## src/rtl/mm_seq_ctrl.sv

```systemverilog
// mm_seq_ctrl: fetch / byte-unpack / compute sequencer for the Minilab1 matrix-vector MAC array.
// Define MM_SEQ_PERF_CNT_EN to enable the busy-cycle counter on cycle_cnt (tied to 0 otherwise).
module mm_seq_ctrl #(
  parameter int DATA_W  = 8,
  parameter int DIM     = 8,
  parameter int ADDR_W  = 32,
  parameter int MAC_LAT = 2
) (
  input  logic                    clk,
  input  logic                    clr,
  input  logic                    start,
  output logic [ADDR_W-1:0]       mem_address,
  output logic                    mem_read,
  input  logic                    mem_waitrequest,
  input  logic [DIM*DATA_W-1:0]   mem_readdata,
  input  logic                    mem_readdatavalid,
  output logic [DIM:0]            fifo_wr_en,
  output logic [DATA_W-1:0]       fifo_wr_data,
  output logic                    mac_clr,
  output logic                    mac_en,
  output logic                    busy,
  output logic                    done,
  output logic [15:0]             cycle_cnt
);

  localparam int CW = $clog2(DIM + 1);
  localparam int IW = (DIM < 2) ? 1 : $clog2(DIM);
  localparam int DW = (MAC_LAT < 2) ? 1 : $clog2(MAC_LAT);

  localparam logic [2:0] S_IDLE    = 3'd0;
  localparam logic [2:0] S_RD_REQ  = 3'd1;
  localparam logic [2:0] S_RD_WAIT = 3'd2;
  localparam logic [2:0] S_FILL    = 3'd3;
  localparam logic [2:0] S_COMPUTE = 3'd4;
  localparam logic [2:0] S_DRAIN   = 3'd5;
  localparam logic [2:0] S_DONE    = 3'd6;

  localparam logic [DIM:0] EN_LSB = {{DIM{1'b0}}, 1'b1};

  logic [2:0]    state, state_nxt;
  logic [CW-1:0] word_idx, word_idx_nxt;
  logic [CW-1:0] cnt, cnt_nxt;            // byte index in FILL, cycle index in COMPUTE
  logic [DW-1:0] drain_cnt, drain_cnt_nxt;
  logic          mac_clr_q;
  logic [DIM-1:0][DATA_W-1:0] word_q;

  always_comb begin
    // NOTE: every signal gets its default before the case so no path leaves one unassigned (no latches).
    state_nxt     = state;
    word_idx_nxt  = word_idx;
    cnt_nxt       = cnt;
    drain_cnt_nxt = drain_cnt;
    case (state)
      S_IDLE: begin
        if (start) begin
          state_nxt    = S_RD_REQ;
          word_idx_nxt = '0;
        end
      end
      S_RD_REQ: begin
        if (!mem_waitrequest) state_nxt = S_RD_WAIT;
      end
      S_RD_WAIT: begin
        if (mem_readdatavalid) begin
          state_nxt = S_FILL;
          cnt_nxt   = '0;
        end
      end
      S_FILL: begin
        if (cnt == CW'(DIM - 1)) begin
          cnt_nxt = '0;
          if (word_idx == CW'(DIM)) begin
            state_nxt = S_COMPUTE;
          end else begin
            word_idx_nxt = word_idx + 1'b1;
            state_nxt    = S_RD_REQ;
          end
        end else begin
          cnt_nxt = cnt + 1'b1;
        end
      end
      S_COMPUTE: begin
        if (cnt == CW'(DIM - 1)) begin
          cnt_nxt       = '0;
          drain_cnt_nxt = '0;
          state_nxt     = (MAC_LAT == 0) ? S_DONE : S_DRAIN;
        end else begin
          cnt_nxt = cnt + 1'b1;
        end
      end
      S_DRAIN: begin
        if (drain_cnt == DW'(MAC_LAT - 1)) state_nxt = S_DONE;
        else drain_cnt_nxt = drain_cnt + 1'b1;
      end
      S_DONE:  state_nxt = S_IDLE;
      default: state_nxt = S_IDLE;
    endcase
  end

  // NOTE: sequential state uses non-blocking assignments so every register samples pre-edge values.
  always_ff @(posedge clk or posedge clr) begin
    if (clr) begin
      state     <= S_IDLE;
      word_idx  <= '0;
      cnt       <= '0;
      drain_cnt <= '0;
      mac_clr_q <= 1'b0;
    end else begin
      state     <= state_nxt;
      word_idx  <= word_idx_nxt;
      cnt       <= cnt_nxt;
      drain_cnt <= drain_cnt_nxt;
      mac_clr_q <= (state == S_IDLE) && start;
    end
  end

  // NOTE: the word buffer is pure datapath and is left unreset; fifo_wr_data is gated by state instead.
  always_ff @(posedge clk) begin
    if (state == S_RD_WAIT && mem_readdatavalid) word_q <= mem_readdata;
  end

  assign busy         = (state != S_IDLE);
  assign mem_read     = (state == S_RD_REQ);
  assign mem_address  = mem_read ? ADDR_W'(word_idx) : '0;
  assign fifo_wr_en   = (state == S_FILL) ? (EN_LSB << word_idx) : '0;
  assign fifo_wr_data = (state == S_FILL) ? word_q[cnt[IW-1:0]] : '0;
  assign mac_clr      = mac_clr_q;
  assign mac_en       = (state == S_COMPUTE);
  assign done         = (state == S_DONE);

`ifdef MM_SEQ_PERF_CNT_EN
  logic [15:0] perf_cnt, perf_inc, cycle_q;

  assign perf_inc = (perf_cnt == 16'hFFFF) ? perf_cnt : perf_cnt + 16'd1;

  // The DONE cycle is itself busy, so the published count includes it.
  always_ff @(posedge clk or posedge clr) begin
    if (clr) begin
      perf_cnt <= '0;
      cycle_q  <= '0;
    end else begin
      if (state == S_IDLE && start) perf_cnt <= '0;
      else if (busy)                perf_cnt <= perf_inc;
      if (state == S_DONE)          cycle_q  <= perf_inc;
    end
  end

  assign cycle_cnt = cycle_q;
`else
  assign cycle_cnt = '0;
`endif

endmodule
```

## config.mk

```make
export PLATFORM = sky130hd
export DESIGN_NAME = mm_seq_ctrl
export DESIGN_NICKNAME = d
export VERILOG_FILES = /design/src/rtl/mm_seq_ctrl.sv
export SDC_FILE = /design/constraint.sdc
export NUM_CORES = 1
export LEC_CHECK = 0
export BUFFER_PORTS_ARGS = -buffer_cell sky130_fd_sc_hd__buf_2
export CAP_MARGIN = 10
export CORE_MARGIN = 3
export CORE_UTILIZATION = 45
export CTS_CLUSTER_DIAMETER = 100
export CTS_CLUSTER_SIZE = 16
export DETAILED_ROUTE_END_ITERATION = 10
export PLACE_DENSITY = 0.86
export SYNTH_ARGS = -nofsm -noshare
export SYNTH_HDL_FRONTEND = slang
export SYNTH_SLANG_ARGS = --single-unit
```

## constraint.sdc

```tcl
create_clock -name clk -period 5.6 [get_ports clk]
set_clock_uncertainty 0.1 [all_clocks]
set_input_delay 0.56 -clock clk [delete_from_list [all_inputs] [get_ports clk]]
set_output_delay 0.56 -clock clk [all_outputs]
set_load 0.01 [all_outputs]
```

; Yosys cells after proc, flatten, opt, wreduce, memory -nomap -nowiden
; Cells that the tools add are included.
[classes]
add_sub_neg = 3
multipliers = 0
div = 0
magnitude_cmp = 1
eq_ne = 15
shifts = 1
muxes = 23
bitwise_logic = 0
reduce_logical = 12
[op_table]
columns = op, count
row1 = binary-select mux 8 bit (select 3 bit), 1
row2 = two-way mux 4 bit, 6
row3 = two-way mux 3 bit, 7
row4 = one-hot mux 3 bit (6 select lines), 1
row5 = two-way mux 8 bit, 2
row6 = one-hot mux 4 bit (2 select lines), 2
row7 = "inequality test 2 bit, second input constant", 6
row8 = "== test 3 bit, second input constant", 3
row9 = two-way mux 9 bit, 1
row10 = "left shift 1 x 4 -> 9 bit, first input constant", 1
row11 = "adder 4 x 1 -> 4 bit, second input constant", 2
row12 = "== test 3 x 2 -> 1 bit, second input constant", 2
row13 = AND reduction 6 bit, 1
row14 = nonzero test 2 bit, 3
row15 = "== test 4 x 3 -> 1 bit, second input constant", 1
row16 = "== test 4 bit, second input constant", 1
row17 = "less-than comparator 3 x 4 -> 1 bit, second input constant", 1
row18 = AND reduction 2 bit, 2
row19 = AND reduction 4 bit, 1
row20 = "== test 3 x 1 -> 1 bit, second input constant", 1
row21 = zero test 3 bit, 1
row22 = nonzero test 3 bit, 1
row23 = logical AND 1 bit, 2
row24 = two-way mux 1 bit, 2
row25 = 4 further kinds, 4
[totals]
regBits = 77
latch_bits = 0
ramBits = 0
rom_bits = 0
output_inout_bits = 70
mem_count = 0

; Longest topological paths before layout
[depth]
depth_word = 4
ltp_mapped = 6
depth_no_buf = 6

; Least setup slack after synthesis
; OpenSTA, ideal clock, no wires.
[synth_timing]
kind = reg-to-reg
from = register state[2]
to = register word_q[0] (netlist name) (enable)
setup_time_ps = 580
arrival_time_ps = 5486
path_slack_ps = -567
path_stages_with_launch = 5
n_path_buf = 1
path_cell_list = dfrtp_1 > buf_6 > inv_1 > nand2_1 > nor3b_1
[synth_via]
elab_chain_cells = 2
[synth_rtl]
columns = item, line_no
row1 = start: declaration, 40  ; logic [2:0] state, state_nxt;
row2 = start signal: assignment, 109  ; state <= state_nxt;
row3 = == test 3 x 2 -> 1 bit, 119  ; if (state == S_RD_WAIT && mem_readdatavalid) word_q <= mem_readdata;
row4 = logical AND 1 bit, 119
row5 = end signal: assignment, 119
row6 = end: declaration, 45  ; logic [DIM-1:0][DATA_W-1:0] word_q;
; No other way between the ends.
; A chain may end at the register's enable or synchronous reset.

; Worst setup path after layout
[layout_timing]
from = register state[1]
to = output fifo_wr_en[5]
[layout_via]
elab_chain_cells = 2
[layout_rtl]
columns = item, line_no
row1 = == test 3 x 2 -> 1 bit, 125  ; assign fifo_wr_en = (state == S_FILL) ? (EN_LSB << word_idx) : '0;
row2 = two-way mux 9 bit, 125
row3 = end: declaration, 17  ; output logic [DIM:0] fifo_wr_en,
; No other way between the ends.

==> run_results.csv <==
group,metric,value,unit
timing,fmax,366,MHz
floorplanning,die_h,97.1,um
yosys,synth_xor_area_share,0.469,%
floorplanning,start_util,47.3,%
place,dp_slack,3.17,ns
worst_hold_path,hold_path.class,"in2async",
power,comb_power_share,33.3,%
layout,fill_cells,648,
yosys,synth_ff_type,"edfxtp_1",
clock_network,cts_hold_buf,0,
power,peakVddDrop,232,uV
clock_network,cts_tree,"yes",
yosys,avgSynthCellArea,14.9,sq um
grt,grt_use_total,15.4,%
power,switching_power,653,uW
grt,met1_usage,18.9,%
critical_path,cp_cell_sequence,"nand3b_4 > nor2_1 > and3_1 > buf_2",
critical_path,cp-end-kind,"output port",
critical_path,critical_path.max_fanout,21,
yosys,synthArstFlopShare,16.9,%
critical_path,critPathKind,"reg2out",
floorplanning,die_area,0.00942,sq mm
grt,antenna_found_initial,0,
timing,fin_setup_tns,0,ns
critical_path,cp.required,4.94,ns
power,internal_power,1260,uW
clock_network,clkTransAtPathRegs,0.08,ns
clock_network,clkLatencyLatePin,0.34,ns
clock_network,postCtsSetupRepairBufs,0,
power,p_sw_share,34.2,%
power,clkPwrFrac,21.5,%
routing,first_iter_violations,123,
clock_network,cts_resized,0,
layout,post-route-util,54.4,%
clock_network,h-tree-depth,3,
grt,overflow,0,
power,leakage,0.00179,uW
yosys,synth.distinct_cells,40,
yosys,yosysTopAreaCell,"edfxtp_1",
critical_path,critPathLaunchType,"flip-flop",
yosys,ys_top_cells_by_area,"edfxtp_1 (52%), mux4_2 (9.7%), buf_4 (8.9%)",
grt,grt_pass1_vias,2292,
floorplanning,fp-row-count,32,
routing,wl_per_cell,15.6,um
timing,period_share,48.7,%
yosys,yosys-top-cells-count,"edfxtp_1 (64), buf_4 (44), nor2_1 (17)",
run,drv_cap,0,
yosys,synth_edf_count,64,
grt,grt_use_met2,24.9,%
place,io_buffers,94,
critical_path,cp_slowest_cell,"dfrtp_1",
timing,rsz0062_at_grt,"no",
critical_path,crit_arrival,2.07,ns
power,seqPwrFrac,45.2,%
timing,finalSetupViolations,0,
routing,drc,0,
timing,hold_violations,0,
timing,tightest_slew,0.863,ns
clock_network,cts_buffers,9,
yosys,synthAdderAreaFrac,2.35,%
yosys,ys_seq_area_share,60.2,%
layout,drive_gt1_share,38.1,%
place,dp.final_hpwl,5130,um
power,powerDensity,445,mW/mm^2
layout,layout.nets,421,
layout,syn_to_final_growth,15.1,%
yosys,synth_seq_cells,77,
timing,relSlewSlack,42.4,%
floorplanning,die_width,97.1,um
critical_path,critPathBufInv,1,
grt,grt_max_degree,66,
yosys,yosys.cell_count.top_type,"edfxtp_1",
routing,drtPass1Iterations,4,
timing,setup_slack,2.87,ns
yosys,synth_compound_area_share,3.55,%
yosys,syn_inst,250,
critical_path,cp_top_family,"flip-flops",
timing,hold_slack,0.136,ns
yosys,synthMuxAreaShare,13.2,%
routing,via_per_inst,4.91,
critical_path,slowest_delay,0.79,ns
timing,layout_min_cycle_time,2.73,ns
yosys,yosys_warnings,0,
layout,multi_input_area,0.00120,sq mm
place,gp_routability_congestion,0.750,
clock_network,clkSinkCount,77,
grt,grt_pass1_wl,11300,um
layout,diodes,0,
yosys,synth_top_area_share,51.5,%
yosys,synth-simple-area-share,7.98,%
yosys,syn-cell-area,0.00373,sq mm
clock_network,cts_max_path_buffers,2,
grt,grt_use_met3,5.67,%
routing,drt.antenna.violating_nets,0,
clock_network,cts-root-buf,"clkbuf_8",
layout,seq_area,0.00225,sq mm
yosys,synth_top_family_by_area,"multiplexers",
run_status,status,"finished, final reports clean",
routing,wl,7020,um
grt,grt.busiest_layer,"met2",
timing,slew_viol_final,0,
floorplanning,ios,139,
routing,num_vias,2215,
floorplanning,core,0.00789,sq mm
## through the flow
step	std cells	power (uW)	area, sq um
floorplan	293	1380	3900
global placement	436	1490	4100
detailed placement	436	1520	4100
CTS	451	1930	4290
global route	451	2030	4290
finish	451	1910	4290
## final cells by class
cell class              count  area share, %
well taps                 102           2.97
clock buffers               9           2.89
flip-flops and latches     77           52.3
repair buffers             96           11.3
multi-input cells         152           28.0
inverters                   9          0.787
clock inverters             6           1.66
## cells by family after synthesis
group                    after synthesis
other                                  1
flip-flops                            77
AND/OR/NAND/NOR                       52
buffers and inverters                 64
AO/OA/AOI/OAI                         18
XOR/XNOR                               2
multiplexers                          29
adder cells (fa/ha/maj)                7
## layer usage
layer  routed length (um)  vias up  part of all wire [%]
met3                  806        8                    11
met5                    0        -                     0
met2                 3300      137                    47
met1                 2810     1042                    40
li1                     -     1028                     -
met4                  107        0                   1.5
## worst reg2reg max path: stages, from the launching register on
cell and delay (ns):
dfrtp_1 0.79, nand2_1 0.26, nor3b_4 0.24, buf_4 0.65
## power by group through the flow
stage	Sequential, uW	Clock, uW	Combinational, uW
final	863	411	635
after global routing	879	451	704
after CTS	863	422	646
after detailed placement	876	0	644
after global placement	864	0	626
after floorplan	800	0	581
## layout by cell type, fill, tap and decap left out, types with 4 or more instances in the layout
cell type	Yosys	layout
mux4_2	16	16
ha_1	7	7
mux2i_1	12	12
nand2_1	7	7
buf_2	2	94
and3_1	4	4
nor2_1	17	17
o21ai_0	5	5
dfrtp_1	13	13
edfxtp_1	64	64
inv_1	9	9
clkbuf_8	0	9
conb_1	1	44
and2_1	6	6
## worst paths after layout
path,startpoint,to,slack [ns],cells after the start
max,state[1]$_DFFE_PP0P_,fifo_wr_en[5],2.87,4
min,clr,mac_clr$_DFF_PP0_,0.14,2
max reg2reg,state[1]$_DFFE_PP0P_,word_q[38]$_DFFE_PP_,3.15,3
min reg2reg,drain_cnt$_DFFE_PP0P_,drain_cnt$_DFFE_PP0P_,0.44,2
max in group asynchronous,clr,cnt[3]$_DFFE_PP0P_,4.91,2
min in group clk,mem_readdata[42],word_q[42]$_DFFE_PP_,0.28,1
## registers in the layout, indices dropped and copies added, names as in the netlist
signal     count
word_idx       4
cnt            4
mac_clr        1
drain_cnt      1
state          3
word_q        64
(Power assumes the default switching activity.)
